===== src/rtl/cpu_pkg.sv =====
// Shared CPU front-end constants: default widths, reset PC, fetch buffer depth
// and the occupancy encoding used by the fetch stage.
package cpu_pkg;

   localparam int unsigned DEFAULT_WIDTH      = 32;
   localparam int unsigned DEFAULT_ADDR_WIDTH = 12;
   localparam int unsigned DEFAULT_RESET_PC   = 0;
   localparam int unsigned FETCH_BUF_DEPTH    = 2;

   typedef logic [1:0] occ_t;

   localparam occ_t OCC_EMPTY = 2'd0;
   localparam occ_t OCC_ONE   = 2'd1;
   localparam occ_t OCC_FULL  = 2'd2;

   // True when a new request cannot overrun the buffer: occ + inflight - pop < 2.
   function automatic logic has_room(occ_t occ, logic inflight, logic pop);
      return ({1'b0, occ} + {2'b00, inflight}) < ({2'b00, pop} + 3'd2);
   endfunction

endpackage


===== src/rtl/fetch_buffer.sv =====
// Two-entry FIFO of {pc, instr} between program memory and decode.
// Head outputs come straight from the storage registers.
module fetch_buffer
   import cpu_pkg::*;
#(
   parameter int unsigned           WIDTH      = DEFAULT_WIDTH,
   parameter int unsigned           ADDR_WIDTH = DEFAULT_ADDR_WIDTH,
   parameter logic [ADDR_WIDTH-1:0] RESET_PC   = ADDR_WIDTH'(DEFAULT_RESET_PC)
) (
   input  logic                  clk,
   input  logic                  reset,
   input  logic                  push,
   input  logic [ADDR_WIDTH-1:0] push_pc,
   input  logic [WIDTH-1:0]      push_instr,
   input  logic                  pop,
   input  logic                  clear,
   output occ_t                  occ,
   output logic [ADDR_WIDTH-1:0] head_pc,
   output logic [WIDTH-1:0]      head_instr
);

   logic [ADDR_WIDTH-1:0] pc_q    [FETCH_BUF_DEPTH];
   logic [WIDTH-1:0]      instr_q [FETCH_BUF_DEPTH];
   logic                  rd_ptr_q, rd_ptr_d;
   logic                  wr_ptr;
   occ_t                  occ_q, occ_d;

   always_comb begin
      rd_ptr_d = rd_ptr_q;
      occ_d    = occ_q;
      // Tail sits one past the head whenever the buffer is non-empty.
      wr_ptr   = rd_ptr_q ^ (occ_q != OCC_EMPTY);
      if (clear) begin
         occ_d = OCC_EMPTY;
      end else begin
         if (pop) rd_ptr_d = ~rd_ptr_q;
         if (push && !pop) begin
            occ_d = (occ_q == OCC_EMPTY) ? OCC_ONE : OCC_FULL;
         end else if (pop && !push) begin
            occ_d = (occ_q == OCC_FULL) ? OCC_ONE : OCC_EMPTY;
         end
      end
   end

   always_ff @(posedge clk or negedge reset) begin
      if (!reset) begin
         pc_q     <= '{default: RESET_PC};
         instr_q  <= '{default: '0};
         rd_ptr_q <= 1'b0;
         occ_q    <= OCC_EMPTY;
      end else begin
         if (push && !clear) begin
            pc_q[wr_ptr]    <= push_pc;
            instr_q[wr_ptr] <= push_instr;
         end
         rd_ptr_q <= rd_ptr_d;
         occ_q    <= occ_d;
      end
   end

   assign occ        = occ_q;
   assign head_pc    = pc_q[rd_ptr_q];
   assign head_instr = instr_q[rd_ptr_q];

endmodule


===== src/rtl/instr_fetch_unit.sv =====
// Fetch stage: PC, in-flight request tracking, issue/redirect control and a
// two-entry fetch buffer feeding decode over valid/ready.
module instr_fetch_unit
   import cpu_pkg::*;
#(
   parameter int unsigned           WIDTH      = DEFAULT_WIDTH,
   parameter int unsigned           ADDR_WIDTH = DEFAULT_ADDR_WIDTH,
   parameter logic [ADDR_WIDTH-1:0] RESET_PC   = ADDR_WIDTH'(DEFAULT_RESET_PC)
) (
   input  logic                  clk,
   input  logic                  reset,
   input  logic                  redirect_valid,
   input  logic [ADDR_WIDTH-1:0] redirect_addr,
   output logic                  imem_en,
   output logic [ADDR_WIDTH-1:0] imem_addr,
   input  logic [WIDTH-1:0]      imem_rdata,
   output logic                  out_valid,
   input  logic                  out_ready,
   output logic [WIDTH-1:0]      out_instr,
   output logic [ADDR_WIDTH-1:0] out_pc
);

   localparam logic [ADDR_WIDTH-1:0] PC_ONE = ADDR_WIDTH'(1);

   logic [ADDR_WIDTH-1:0] fetch_pc_q, fetch_pc_d;
   logic [ADDR_WIDTH-1:0] inflight_pc_q, inflight_pc_d;
   logic                  inflight_q, inflight_d;
   logic                  redirect, push, pop;
   occ_t                  occ;

   always_comb begin
      redirect      = reset & redirect_valid;
      out_valid     = (occ != OCC_EMPTY) & ~redirect_valid;
      pop           = out_valid & out_ready;
      // Data returning during a redirect belongs to the abandoned path.
      push          = inflight_q & ~redirect;
      imem_en       = reset & (redirect_valid | has_room(occ, inflight_q, pop));
      imem_addr     = redirect ? redirect_addr : fetch_pc_q;
      inflight_d    = imem_en;
      fetch_pc_d    = fetch_pc_q;
      inflight_pc_d = inflight_pc_q;
      if (redirect) begin
         fetch_pc_d    = redirect_addr + PC_ONE;
         inflight_pc_d = redirect_addr;
      end else if (imem_en) begin
         fetch_pc_d    = fetch_pc_q + PC_ONE;
         inflight_pc_d = fetch_pc_q;
      end
   end

   always_ff @(posedge clk or negedge reset) begin
      if (!reset) begin
         fetch_pc_q    <= RESET_PC;
         inflight_pc_q <= RESET_PC;
         inflight_q    <= 1'b0;
      end else begin
         fetch_pc_q    <= fetch_pc_d;
         inflight_pc_q <= inflight_pc_d;
         inflight_q    <= inflight_d;
      end
   end

   fetch_buffer #(
      .WIDTH      (WIDTH),
      .ADDR_WIDTH (ADDR_WIDTH),
      .RESET_PC   (RESET_PC)
   ) u_fetch_buffer (
      .clk        (clk),
      .reset      (reset),
      .push       (push),
      .push_pc    (inflight_pc_q),
      .push_instr (imem_rdata),
      .pop        (pop),
      .clear      (redirect),
      .occ        (occ),
      .head_pc    (out_pc),
      .head_instr (out_instr)
   );

endmodule


===== config.mk =====
export PLATFORM = sky130hd
export DESIGN_NAME = instr_fetch_unit
export DESIGN_NICKNAME = d
export VERILOG_FILES = /design/src/rtl/cpu_pkg.sv /design/src/rtl/fetch_buffer.sv /design/src/rtl/instr_fetch_unit.sv
export SDC_FILE = /design/constraint.sdc
export NUM_CORES = 1
export LEC_CHECK = 0
export CAP_MARGIN = 20
export CORE_ASPECT_RATIO = 1.2
export CORE_MARGIN = 1
export CORE_UTILIZATION = 44
export CTS_CLUSTER_SIZE = 30
export DETAILED_ROUTE_END_ITERATION = 8
export GPL_TIMING_DRIVEN = 0
export HOLD_SLACK_MARGIN = 0.06
export PLACE_DENSITY = 0.7
export SETUP_SLACK_MARGIN = 0.5
export SLEW_MARGIN = 30
export SYNTH_ARGS = -nofsm -noshare
export SYNTH_HDL_FRONTEND = slang
export SYNTH_SLANG_ARGS = --single-unit

===== constraint.sdc =====
create_clock -name clk -period 3.7 [get_ports clk]
set_clock_uncertainty 0.2 [all_clocks]
set_input_delay 1.11 -clock clk [delete_from_list [all_inputs] [get_ports clk]]
set_output_delay 1.11 -clock clk [all_outputs]
set_load 0.02 [all_outputs]

==> flow_metrics.py, run 1 <==
metrics = {
    "place": {
        "pre_cts_slack_ps": -935,
        "io_buffers": 104,
        "dp_hpwl_mm": 8.20,
        "dp_cells": 665,
        "place.gp.congestion": 0.912,
    },
    "pwr": {
        "ir_worst_vdd_mv": 0.482,
        "cellPowerDensity_nw_per_um2": 987,
        "p_leak_nw": 3.42,
    },
    "setup_path": {
        "critical_path_arrival_ps": 2260,
        "crit_type": "in2out",
        "path_max_fanout": 8,
        "slowest_stage": "o41ai_2",
        "max_stage_delay_ps": 340,
        "crit_chain": "buf_8, o41ai_2, nand3b_1, buf_4, nand2_4, buf_6, buf_8, buf_6",
        "cp-end-kind": "output port",
        "start_kind": "input pin",
        "crit_required_ps": 2390,
    },
    "timing": {
        "finalHoldViolations": 0,
        "period_share_pct": 96.6,
        "slew_viol_final": 0,
        "fmax_ghz": 0.280,
        "max_slew_margin_pct": 70.6,
        "fin_crit_ps": 3570,
        "rsz0062_at_grt": "yes",
        "fin_ws_ps": 128,
        "worst_slew_pin_slew_ps": 439,
        "fin_setup_tns_ps": 0,
        "setup_viol": 0,
    },
    "global_routing": {
        "grt_pass1_vias": 4112,
        "grt_max_degree": 38,
        "grt_overflow": 0,
        "grt_first_pass_wirelength_mm": 20.4,
        "use_met3_pct": 6.56,
        "grtUsageMet1_pct": 24.8,
        "met2_usage_pct": 39.0,
        "track_usage_pct": 21.8,
        "grt.busiest_layer": "met2",
        "antenna_found_initial": 0,
    },
    "cells_and_area": {
        "layout-drive-gt1-share_pct": 49.0,
        "finalCoreUtilization_pct": 67.6,
        "stdcell_count": 743,
        "area_growth_pct": 47.3,
        "antenna_cells": 0,
        "mostFrequentLayoutCells": "137 x mux2_2, 116 x dfrtp_1, 49 x clkdlybuf4s50_1, 41 x buf_4, 40 x dlygate4sd2_1",
        "nets": 626,
        "layout_commonest_cell": "mux2_2",
    },
    "worst_hold_path": {
        "min_path_type": "reg2reg",
    },
    "job": {
        "maxCapViolCount": 0,
    },
    "clock_tree": {
        "cts.clk_slew.worst_paths_ps": 50,
        "numCtsBuffers": 17,
        "cts.path.max_buffers": 2,
        "htree_levels": 4,
        "clk_latency_ps": 410,
        "cts_tree": "built",
        "cts_root_buf": "clkbuf_16",
        "holdBufCountCts": 0,
        "cts.sinks": 116,
    },
    "logic_synthesis": {
        "synth_top_family_by_area": "multiplexers",
        "synth_edf_count": 0,
        "synth_xor_area_share_pct": 2.28,
        "syn_nets": 454,
        "synth_flop_cell": "dfrtp_1",
        "yosysTopAreaCell": "dfrtp_1",
        "yosys_warnings": 0,
        "avgSynthCellArea_sq_um": 13.4,
        "synthMuxAreaShare_pct": 30.8,
        "synth_cell_types": 38,
        "synth-seq-area-share_pct": 54.0,
        "synth-simple-area-share_pct": 5.84,
        "synth_top_area_share_pct": 54.0,
        "ys_seq_elements": 116,
        "ys_top_cells_by_area": "dfrtp_1 54%, mux2_2 29%, xnor2_1 2.3%",
        "synth_compound_area_share_pct": 3.53,
        "syn_inst": 403,
        "syn_area_sq_um": 5380,
        "synthAdderAreaFrac_pct": 0.698,
        "synthArstFlopShare_pct": 100,
    },
    "floorplan": {
        "row_count": 43,
        "coreArea_sq_um": 11700,
        "die-area_sq_um": 12700,
        "dieWidth_um": 103,
        "io-pin-count": 106,
        "die_h_um": 123,
        "initial_utilization_pct": 45.9,
    },
    "route": {
        "drt.antenna.violating_nets": 0,
        "drt_iter0_drc": 129,
        "wl_per_cell_um": 18.0,
        "vias": 3917,
        "viasPerCell": 5.27,
        "drt_first_pass_iters": 4,
        "drt-total-wl_mm": 13.3,
        "drc_errors": 0,
    },
    "outcome": {
        "status": "complete, no violations",
    },
}
[logic make-up (layout without fill, tap and decap cells)]
group           count (synthesis)  after routing
fa+ha+maj                       3              3
mux                           147            147
xor+xnor                       14             14
buf+inv                        30            213
simple gates                   62             62
flops                         116            116
compound gates                 31             31
[metrics by stage]
stage	cell area [sq um]	hold WS, ps	power, mW
floorplan	5500	274	4.78
global placement	6740	281	6.06
detailed placement	6770	287	6.17
CTS	7790	299	7.79
global route	7930	302	8.26
finish	7930	298	7.82
[synth_stat cells, types with 2 or more instances]
cell	count
buf_2	11
nor3_2	2
inv_1	9
xnor2_1	14
nor2_1	23
mux2_4	2
nand4_1	4
buf_4	3
and3_1	2
mux2_2	137
a21oi_1	16
o21ai_0	6
nand3_1	3
mux2i_1	7
buf_1	4
dfrtp_1	116
nand2_1	21
ha_1	3
[where the power goes]
group	leakage, nW	switching [mW]	internal (mW)	total [mW]
Combinational	1.81	1.88	2.11	3.99
Sequential	1.34	0.349	1.93	2.28
Clock	0.277	0.543	1.01	1.55
Total	3.42	2.78	5.05	7.82
[per-layer routing]
metal	vias up	wire, um
met4	0	202
li1	1768	-
met2	156	6970
met3	26	837
met5	-	0
met1	1967	5340
[registers in the layout, summed over array words and instances, names as in the netlist]
name                     cells
inflight_pc_q               12
u_fetch_buffer.pc_q         24
fetch_pc_q                  12
inflight_q                   1
u_fetch_buffer.rd_ptr_q      1
u_fetch_buffer.instr_q      64
u_fetch_buffer.occ           2
[repair_timing]
action | in CTS | in global routing
pin swaps | 6 | 6
resized for setup | 143 | 21
endpoints found under the setup margin | 102 | 15
setup buffers | 34 | 9
cloned | 5 | 0
[worst paths after layout]
kind / slack (ps) / start / endpoint / depth (start not counted)
worst min register to register: 300 / u_fetch_buffer.instr_q[3] / u_fetch_buffer.instr_q[3] / 1
worst max register to register: 240 / u_fetch_buffer.occ[0] / fetch_pc_q[9] / 18
min in group asynchronous: 430 / reset / u_fetch_buffer.instr_q[37] / 1
worst max-delay path: 130 / redirect_valid / imem_en / 8
worst min-delay path: 300 / u_fetch_buffer.instr_q[3] / u_fetch_buffer.instr_q[3] / 1
max in group asynchronous: 2250 / reset / u_fetch_buffer.pc_q[8] / 3
[worst max-delay path: cells and delay by family]
| family | cells | cell delay, ps |
|---|---|---|
| buf+inv | 5 | 590 |
| compound gates | 1 | 340 |
| simple gates | 2 | 220 |
[cell type report]
class / count / area [sq um]
Buffer: 21 / 179
Clock buffer: 20 / 457
Clock inverter: 10 / 109
Fill cell: 900 / 3800
Inverter: 9 / 36.3
Multi-Input combinational cell: 257 / 2470
Sequential cell: 116 / 2900
Tap cell: 157 / 196
Timing Repair Buffer: 153 / 1570
(Power assumes the default switching activity.)
==> run 2: changes to the inputs <==
- RECOVER_POWER: default -> 25
==> flow_metrics.py, run 2 (same netlist as run 1, synthesis figures left out) <==
metrics = {
    "place": {
        "io_buffers": 104,
        "dp_hpwl_mm": 8.20,
        "pre_cts_slack_ps": -935,
        "placed_area_sq_um": 6770,
        "place.gp.congestion": 0.912,
        "dp_cells": 665,
    },
    "pwr": {
        "p_leak_nw": 3.35,
        "comb_power_share_pct": 50.9,
        "seqPwrFrac_pct": 29.2,
        "power_mw": 7.81,
        "internal_power_mw": 5.03,
        "cellPowerDensity_nw_per_um2": 999,
        "power.share.switching_pct": 35.6,
        "p_clk_share_pct": 19.9,
        "p_switching_mw": 2.78,
        "ir_worst_vdd_mv": 0.480,
    },
    "route": {
        "drt_first_pass_iters": 4,
        "drc_errors": 0,
        "drt_iter0_drc": 135,
        "vias": 3907,
        "wl_per_cell_um": 17.9,
        "viasPerCell": 5.26,
        "drt-total-wl_mm": 13.3,
        "drt.antenna.violating_nets": 0,
    },
    "setup_path": {
        "max_stage_delay_ps": 340,
        "startpoint": "redirect_valid",
        "worstSetupEndpoint": "imem_en",
        "start_kind": "input pin",
        "crit_required_ps": 2390,
        "r2r-start": "u_fetch_buffer.occ[0]",
        "rrSetupSlack_ps": 240,
        "reg2reg_depth": 18,
        "cp-end-kind": "output port",
        "slowest_stage": "o41ai_2",
        "path_max_fanout": 8,
        "critical_path_arrival_ps": 2260,
        "crit_type": "in2out",
        "crit_chain": "buf_8, o41ai_2, nand3b_1, buf_4, nand2_4, buf_6, buf_8, buf_6",
        "timing.rr.end": "fetch_pc_q[9]",
    },
    "floorplan": {
        "row_count": 43,
        "die-area_sq_um": 12700,
        "coreArea_sq_um": 11700,
        "io-pin-count": 106,
        "dieWidth_um": 103,
        "die_h_um": 123,
        "initial_utilization_pct": 45.9,
    },
    "clock_tree": {
        "cts.sinks": 116,
        "cts_tree": "built",
        "cts_root_buf": "clkbuf_16",
        "clk_latency_ps": 410,
        "htree_levels": 4,
        "numCtsBuffers": 17,
        "cts.path.max_buffers": 2,
        "cts.clk_slew.worst_paths_ps": 50,
        "holdBufCountCts": 0,
    },
    "timing": {
        "fin_ws_ps": 125,
        "finalHoldViolations": 0,
        "period_share_pct": 96.6,
        "fin_crit_ps": 3570,
        "whs_ps": 300,
        "slew_viol_final": 0,
        "fin_setup_tns_ps": 0,
        "max_slew_margin_pct": 14.0,
        "worst_slew_pin_slew_ps": 1290,
        "rsz0062_at_grt": "yes",
        "fmax_ghz": 0.280,
        "setup_viol": 0,
    },
    "global_routing": {
        "grt_first_pass_wirelength_mm": 20.4,
        "grt_max_degree": 38,
        "grt_pass1_vias": 4112,
        "track_usage_pct": 21.8,
        "antenna_found_initial": 0,
        "grt_overflow": 0,
    },
    "cells_and_area": {
        "area_growth_pct": 45.3,
        "largest_reg_flops": 64,
        "finalCoreUtilization_pct": 66.6,
        "top_regs": "u_fetch_buffer.instr_q: 64 flops, u_fetch_buffer.pc_q: 24 flops",
        "nets": 626,
        "layout-drive-gt1-share_pct": 48.0,
        "layout_commonest_cell": "mux2_2",
        "finalInstanceArea_sq_um": 7820,
        "antenna_cells": 0,
        "stdcell_count": 743,
        "top_register": "u_fetch_buffer.instr_q",
        "mostFrequentLayoutCells": "137 x mux2_2, 116 x dfrtp_1, 49 x clkdlybuf4s50_1, 40 x dlygate4sd2_1, 39 x buf_4",
    },
    "outcome": {
        "status": "complete, no violations",
    },
    "job": {
        "maxCapViolCount": 0,
    },
    "worst_hold_path": {
        "min_path_type": "reg2reg",
    },
}
==> run 2: cell count changes in the layout (fill, tap and decap cells not counted) <==
cell	change
bufbuf_16	-3
clkbuf_1	+6
buf_4	-2
buf_12	-1
==> run 2: what timing repair did <==
item | in CTS | in global routing
gates cloned | 5 | 0
setup endpoints to repair | 102 | 15
gates resized for setup | 143 | 21
buffers inserted | 34 | 9
pin swaps | 6 | 6
==> run 2: critical path, delay by kind of cell <==
family | cells | cell delay [ps]
simple gates | 2 | 220
compound gates | 1 | 340
buf+inv | 5 | 590
==> run 2: power groups by stage <==
stage                     logic [mW]  registers (mW)  clock network (mW)
after floorplan                 2.61            2.18                   0
after global placement          3.82            2.24                   0
after detailed placement        3.89            2.28                   0
after CTS                       3.94            2.27                1.58
after global routing            4.25            2.35                1.64
final                           3.98            2.28                1.55
==> run 2: layout make-up <==
cell class,instances,area (sq um)
multi-input cells,257,2470
plain buffers,21,179
flip-flops and latches,116,2900
inverters,9,36.3
fillers,921,3910
clock inverters,10,109
clock buffers,20,457
repair buffers,153,1460
well taps,157,196
==> run 2: metal layers <==
layer / track usage (%) / wire [um]
met3: 6.56 / 843
met2: 39.0 / 6960
met5: 0 / 0
met1: 24.8 / 5330
met4: 6.51 / 208
==> run 2: worst min-delay path by stage <==
stage,start,endpoint,slack (ps),depth (start not counted)
after global routing,u_fetch_buffer.instr_q[3],u_fetch_buffer.instr_q[3],300,1
after CTS,u_fetch_buffer.instr_q[5],u_fetch_buffer.instr_q[5],300,1
after floorplan,u_fetch_buffer.instr_q[10],u_fetch_buffer.instr_q[10],270,1
after global placement,u_fetch_buffer.instr_q[1],u_fetch_buffer.instr_q[1],280,1
final,u_fetch_buffer.pc_q[19],u_fetch_buffer.pc_q[19],300,1
after detailed placement,u_fetch_buffer.instr_q[3],u_fetch_buffer.instr_q[3],290,1
==> run 3: changes to the inputs <==
- GPL_ROUTABILITY_DRIVEN: default -> 0
==> results of run 3 <==
Final layout, timing and power as in run 2 (identical DEF).
